File: src/rtl/nested_loop_counter_pkg.sv
// Shared definitions for the convolution loop counters and address generators.
// Holds the FSM encoding, wrap-mode constants and default geometry.
package cnn_counter_pkg;

    typedef enum logic [1:0] {
        IDLE = 2'd0,
        RUN  = 2'd1,
        DONE = 2'd2
    } state_e;

    localparam logic MODE_ONESHOT = 1'b0;
    localparam logic MODE_WRAP    = 1'b1;

    localparam int DEF_NUM_LEVELS = 3;
    localparam int DEF_WIDTH      = 4;

endpackage

File: src/rtl/counter_stage.sv
// One level of the nested loop counter: counts 0..limit on carry_in,
// wrapping to 0 when a carry arrives while already at the limit.
module counter_stage #(
    parameter int WIDTH = 4
) (
    input  logic             clk,
    input  logic             rst_n,
    input  logic [WIDTH-1:0] limit,
    input  logic             carry_in,
    input  logic             clear,
    output logic [WIDTH-1:0] value,
    output logic             at_limit
);

    logic [WIDTH-1:0] value_q;
    logic [WIDTH-1:0] value_d;

    assign at_limit = (value_q == limit);
    assign value    = value_q;

    always_comb begin
        value_d = value_q;
        if (clear) begin
            value_d = '0;
        end else if (carry_in) begin
            value_d = at_limit ? '0 : value_q + WIDTH'(1);
        end
    end

    always_ff @(posedge clk) begin
        if (!rst_n) begin
            value_q <= '0;
        end else begin
            value_q <= value_d;
        end
    end

endmodule

File: src/rtl/nested_loop_counter.sv
// Cascaded loop-index generator with start/busy/done handshake, stall
// and one-shot or free-running wrap modes. Level 0 is the innermost loop.
module nested_loop_counter
    import cnn_counter_pkg::*;
#(
    parameter int NUM_LEVELS = DEF_NUM_LEVELS,
    parameter int WIDTH      = DEF_WIDTH
) (
    input  logic                        clk,
    input  logic                        rst_n,
    input  logic                        start,
    input  logic                        enable,
    input  logic                        abort,
    input  logic                        cfg_mode,
    input  logic [NUM_LEVELS*WIDTH-1:0] cfg_limit,
    output logic [NUM_LEVELS*WIDTH-1:0] count_out,
    output logic                        valid,
    output logic [NUM_LEVELS-1:0]       level_wrap,
    output logic                        busy,
    output logic                        done
);

    state_e                        state_q, state_d;
    logic [NUM_LEVELS*WIDTH-1:0]   limit_q, limit_d;
    logic                          mode_q, mode_d;

    logic [NUM_LEVELS:0]           carry;
    logic [NUM_LEVELS-1:0]         at_limit;
    logic                          run;
    logic                          advance;
    logic                          terminal;
    logic                          accept;
    logic                          clear;

    assign run      = (state_q == RUN);
    assign advance  = run & enable & ~abort & rst_n;
    assign accept   = start & ~abort & ((state_q == IDLE) | (state_q == DONE));
    // Indices are only live in RUN; everywhere else they sit at zero.
    assign clear    = ~run | abort;
    assign carry[0] = advance;
    assign terminal = carry[NUM_LEVELS];

    for (genvar g = 0; g < NUM_LEVELS; g++) begin : g_level
        counter_stage #(
            .WIDTH(WIDTH)
        ) u_stage (
            .clk     (clk),
            .rst_n   (rst_n),
            .limit   (limit_q[g*WIDTH +: WIDTH]),
            .carry_in(carry[g]),
            .clear   (clear),
            .value   (count_out[g*WIDTH +: WIDTH]),
            .at_limit(at_limit[g])
        );
        assign carry[g+1] = carry[g] & at_limit[g];
    end

    assign level_wrap = carry[NUM_LEVELS:1];
    assign valid      = run;
    assign busy       = run;
    assign done       = (state_q == DONE);

    always_comb begin
        state_d = state_q;
        limit_d = limit_q;
        mode_d  = mode_q;
        if (accept) begin
            limit_d = cfg_limit;
            mode_d  = cfg_mode;
        end
        if (abort) begin
            state_d = IDLE;
        end else begin
            case (state_q)
                IDLE: if (accept) state_d = RUN;
                RUN: begin
                    if (terminal && mode_q == MODE_ONESHOT) begin
                        state_d = DONE;
                    end
                end
                DONE: state_d = accept ? RUN : IDLE;
                default: state_d = IDLE;
            endcase
        end
    end

    always_ff @(posedge clk) begin
        if (!rst_n) begin
            state_q <= IDLE;
            limit_q <= '0;
            mode_q  <= MODE_ONESHOT;
        end else begin
            state_q <= state_d;
            limit_q <= limit_d;
            mode_q  <= mode_d;
        end
    end

endmodule

File: config.mk
export PLATFORM = sky130hd
export DESIGN_NAME = nested_loop_counter
export DESIGN_NICKNAME = d
export VERILOG_FILES = /design/src/rtl/nested_loop_counter_pkg.sv /design/src/rtl/counter_stage.sv /design/src/rtl/nested_loop_counter.sv
export SDC_FILE = /design/constraint.sdc
export NUM_CORES = 1
export LEC_CHECK = 0
export ABC_CLOCK_PERIOD_IN_PS = 3800
export CORE_MARGIN = 2
export CORE_UTILIZATION = 28
export DETAILED_ROUTE_END_ITERATION = 10
export SYNTH_ARGS = -nofsm -noshare
export SYNTH_HDL_FRONTEND = slang
export SYNTH_SLANG_ARGS = --single-unit
File: constraint.sdc
create_clock -name clk -period 3.8 [get_ports clk]
set_clock_uncertainty 0.05 [all_clocks]
set_input_delay 0.57 -clock clk [delete_from_list [all_inputs] [get_ports clk]]
set_output_delay 0.57 -clock clk [all_outputs]
set_load 0.01 [all_outputs]
Word-level counts from Yosys, hierarchy flattened. Cells that the tools add are included.

Register bits after elaboration: 27. Input bits: 18. Output and inout bits: 18. Logic and storage cells: 42.

Multiplexer cells: 7. Add/subtract/negate cells: 3. Equal/unequal tests: 7. Reductions and logical operators: 5. Bitwise logic cells: 14.

Operators by type and width (number): $add A4 B1 Y4 const B (3); $eq A4 B4 Y1 (3); $mux W4 (3); $and A1 B1 Y1 (8); $pmux W2 S3 (1); $mux W2 (2); $not A1 Y1 (4); $reduce_or A2 Y1 (2); $eq A2 B1 Y1 const B (1); $eq A2 B2 Y1 const B (1); $logic_not A2 Y1 (1); $ne A2 B1 Y1 const B (1); $ne A2 B2 Y1 const B (1); $or A1 B1 Y1 (2); $reduce_and A2 Y1 (1); $logic_and A1 B1 Y1 (1); $mux W1 (1).

Depth between registers and ports, before layout.
Depth in word-level cells: 10. Depth in mapped cells: 5. Mapped depth without buffers: 5.

Cells and area by module. From an unflattened synthesis, not the netlist that was laid out.

Cells, all modules: 163. Area total of the unflattened synthesis: 1631.6 um2.

By module, submodules not included: counter_stage (cells an instance 28, instances 3, area an instance 307.8 um2, seq. area each 80.1 um2); nested_loop_counter (cells an instance 79, instances 1, area an instance 708.2 um2, seq. area each 300.3 um2).

Worst setup path after synthesis. No wires, ideal clock.

Path type: input to output. Start point: in abort. End point: out level_wrap[2]. Data arrival time: 1.472 ns. Buffers on the path: 1. Path slack: 1.708 ns. Stages: 5. Required time: 3.180 ns. Path through: and4bb_2 -> and2_1 -> nand3_1 -> nor2_1 -> buf_4.

Word-level cells in the longest chain between the ends: 6.

Ends and longest elaborated chain: start, declared (line nested_loop_counter.sv:13) `input logic abort,`; $not A1 Y1 (line nested_loop_counter.sv:36) `assign advance = run & enable & ~abort & rst_n;`; $and A1 B1 Y1 (2 in a row) (line nested_loop_counter.sv:36); $and A1 B1 Y1 (3 in a row) (line nested_loop_counter.sv:55) `assign carry[g+1] = carry[g] & at_limit[g];`; end, declared (line nested_loop_counter.sv:18) `output logic [NUM_LEVELS-1:0] level_wrap,`.

No other way between the ends.

Final worst setup path. Ends and elaborated chain as after synthesis.

==> results.sh <==
export IMPL_cts_max_path_buffers=2
export IMPL_cts_htree_levels=1
export IMPL_io_pins=36
export IMPL_first_iter_violations=70
export IMPL_dp_cells=233
export IMPL_peakVddDrop_mv=0.121
export IMPL_grt_usage=0.123
export IMPL_via_per_inst=4.80
export IMPL_path_cells="clkdlybuf4s50_1 > and4bb_2 > and2_1 > nand3_1 > nor2_1 > clkdlybuf4s50_1"
export IMPL_finalSetupViolCount=0
export IMPL_grt_overflow_total=0
export IMPL_cts_resized=0
export IMPL_ys_seq_area_frac=0.411
export IMPL_critPathSlowestCell="clkdlybuf4s50_1"
export IMPL_cts_buffers=3
export IMPL_vias=1138
export IMPL_synth_nets=172
export IMPL_cp_required_ns=3.18
export IMPL_setup_tns_ns=0
export IMPL_leakage_uw=0.000629
export IMPL_postCtsHoldBufs=0
export IMPL_yosysMostFrequentCell="nand2_1"
export IMPL_wl_um=2980
export IMPL_critPathMostFrequentCell="clkdlybuf4s50_1"
export IMPL_cts_setup_buffers=0
export IMPL_coreArea_um2=4440
export IMPL_grt_pass1_vias=1137
export IMPL_place_gp_congestion=0.778
export IMPL_maxSlewHeadroom=0.688
export IMPL_wl_per_cell_um=12.6
export IMPL_start_kind="input port"
export IMPL_fp_row_count=24
export IMPL_worst_pin_slew_ns=0.467
export IMPL_fillers=471
export IMPL_dominantRegCellSynth="dfxtp_1"
export IMPL_firstDrtPassIters=4
export IMPL_initial_core_util=0.296
export IMPL_path_max_fanout=7
export IMPL_clock_latency_ns=0.27
export IMPL_min_path_type="reg2reg"
export IMPL_antenna_left=0
export IMPL_diodes=0
export IMPL_async_flop_share=0
export IMPL_netlist_instances=151
export IMPL_crit_path_end_kind="output port"
export IMPL_final_cells=237
export IMPL_crit_buf_inv=2
export IMPL_layout_drive_gt1_share=0.0703
export IMPL_grt_setup_unrepaired="false"
export IMPL_die_h_um=72.5
export IMPL_die_w_um=72.5
export IMPL_status="finished, final reports clean"
export IMPL_ys_warn_count=0
export IMPL_critical_path_top_delay_family="buffers and inverters"
export IMPL_fin_crit_ns=3.16
export IMPL_antenna_found_initial=0
export IMPL_powerDensity_nw_per_um2=302
export IMPL_die_area_um2=5260
export IMPL_cap_violations=0
export IMPL_synth_distinct_cells=33
export IMPL_cts_tree="yes"
export IMPL_utilization=0.394
export IMPL_cts_reportedPaths_clkPinSlew_ns=0.09
export IMPL_grt_max_degree=16
export IMPL_max_freq_mhz=316
export IMPL_post_synth_top_area_fraction=0.411
export IMPL_synthTopCellsByCount="32 x nand2_1, 27 x dfxtp_1, 14 x a21boi_0"
export IMPL_worst_ep_arrival_time_ns=2.54
export IMPL_syn_cell_area_um2=1320
export IMPL_drc=0
export IMPL_max_stage_delay_ns=0.54
export IMPL_path_class="in2out"
export IMPL_numPortBuffers=35
export IMPL_nets=207
export IMPL_netlist_top_cells_area="dfxtp_1 41%, nand2_1 9.1%, a21boi_0 8.0%, xnor2_1 5.3%, ha_1 2.9%"
export IMPL_clockRootBuffer="clkbuf_8"
export IMPL_dpl_hpwl_um=2200
export IMPL_grt_pass1_wl_um=5200
export IMPL_yosys_area_top_type="dfxtp_1"
export IMPL_synth_seq_cells=27
export IMPL_avgSynthCellArea_um2=8.71
export IMPL_area_growth_pct=33.0
export IMPL_period_share=0.832
export IMPL_final_max_slew_viol_count=0
export IMPL_cts_sinks=27
export IMPL_hold_viol=0
export IMPL_synth_edf_count=0
==> where the power goes <==
group          switching [µW]  internal, µW  total [µW]  leakage, µW
sequential               5.10           290         295     0.000219
combinational            32.8          38.4        71.2     0.000387
clock                    87.3          75.0         162    0.0000228
==> area by class of cell <==
| class | instances | area (µm²) | share of cell area |
|---|---|---|---|
| clock buffers | 4 | 45.0 | 0.0258 |
| inverters | 2 | 7.51 | 0.00429 |
| multi-input cells | 115 | 726 | 0.415 |
| flip-flops and latches | 27 | 541 | 0.309 |
| well taps | 52 | 65.1 | 0.0372 |
| repair buffers | 37 | 365 | 0.209 |
==> stage by stage <==
step | power [µW] | instance area [µm²] | hold WS (ns) | setup WS [ns]
CTS | 536 | 1750 | 0.397 | 0.636
floorplan | 341 | 1320 | 0.360 | 1.71
detailed placement | 374 | 1700 | 0.384 | 0.645
global route | 555 | 1750 | 0.411 | 0.507
global placement | 373 | 1700 | 0.381 | 0.676
finish | 529 | 1750 | 0.397 | 0.639
==> kinds of logic after synthesis <==
| logic type | after synthesis | share of synthesized area |
|---|---|---|
| fa+ha+maj | 3 | 0.0285 |
| buf+inv | 9 | 0.0371 |
| compound gates | 30 | 0.151 |
| flops | 27 | 0.411 |
| mux | 2 | 0.0162 |
| xor+xnor | 12 | 0.0799 |
| simple gates | 68 | 0.276 |
==> metal layers <==
layer / GRT usage / up-vias / share of wire
li1: - / 586 / -
met1: 0.174 / 523 / 0.52
met2: 0.187 / 27 / 0.42
met3: 0.0236 / 2 / 0.049
met4: 0.0432 / 0 / 0.0081
met5: 0 / - / 0
==> cells in the final DEF, fill, tap and decap left out, types with 3 or more instances in the layout <==
cell type        count
clkbuf_8             3
o21ai_0              6
a21oi_1              6
nand2_1             32
ha_1                 3
nor2_1               5
a31o_2               3
xnor2_1              8
nor3b_1              3
a21boi_0            14
clkdlybuf4s50_1     35
xor2_1               4
nor3_1               3
dfxtp_1             27
nand3_1              5
nor2b_1              3
nand4_1              3
==> path summary, 6_finish.rpt <==
kind,start,end,slack (ns),cells after the start
worst max-delay path,abort,level_wrap[2],0.64,6
worst min-delay path,mode_q,state_q[1],0.40,1
worst max register to register,g_level[1].u_stage.value[1],g_level[2].u_stage.value[1],1.87,5
worst min register to register,mode_q,state_q[1],0.40,1
==> registers in the layout (all words and copies together), names as in the netlist <==
name,flops
limit_q,12
mode_q,1
g_level.u_stage.value,12
state_q,2
Note: power is estimated with default switching activity, not from simulation.
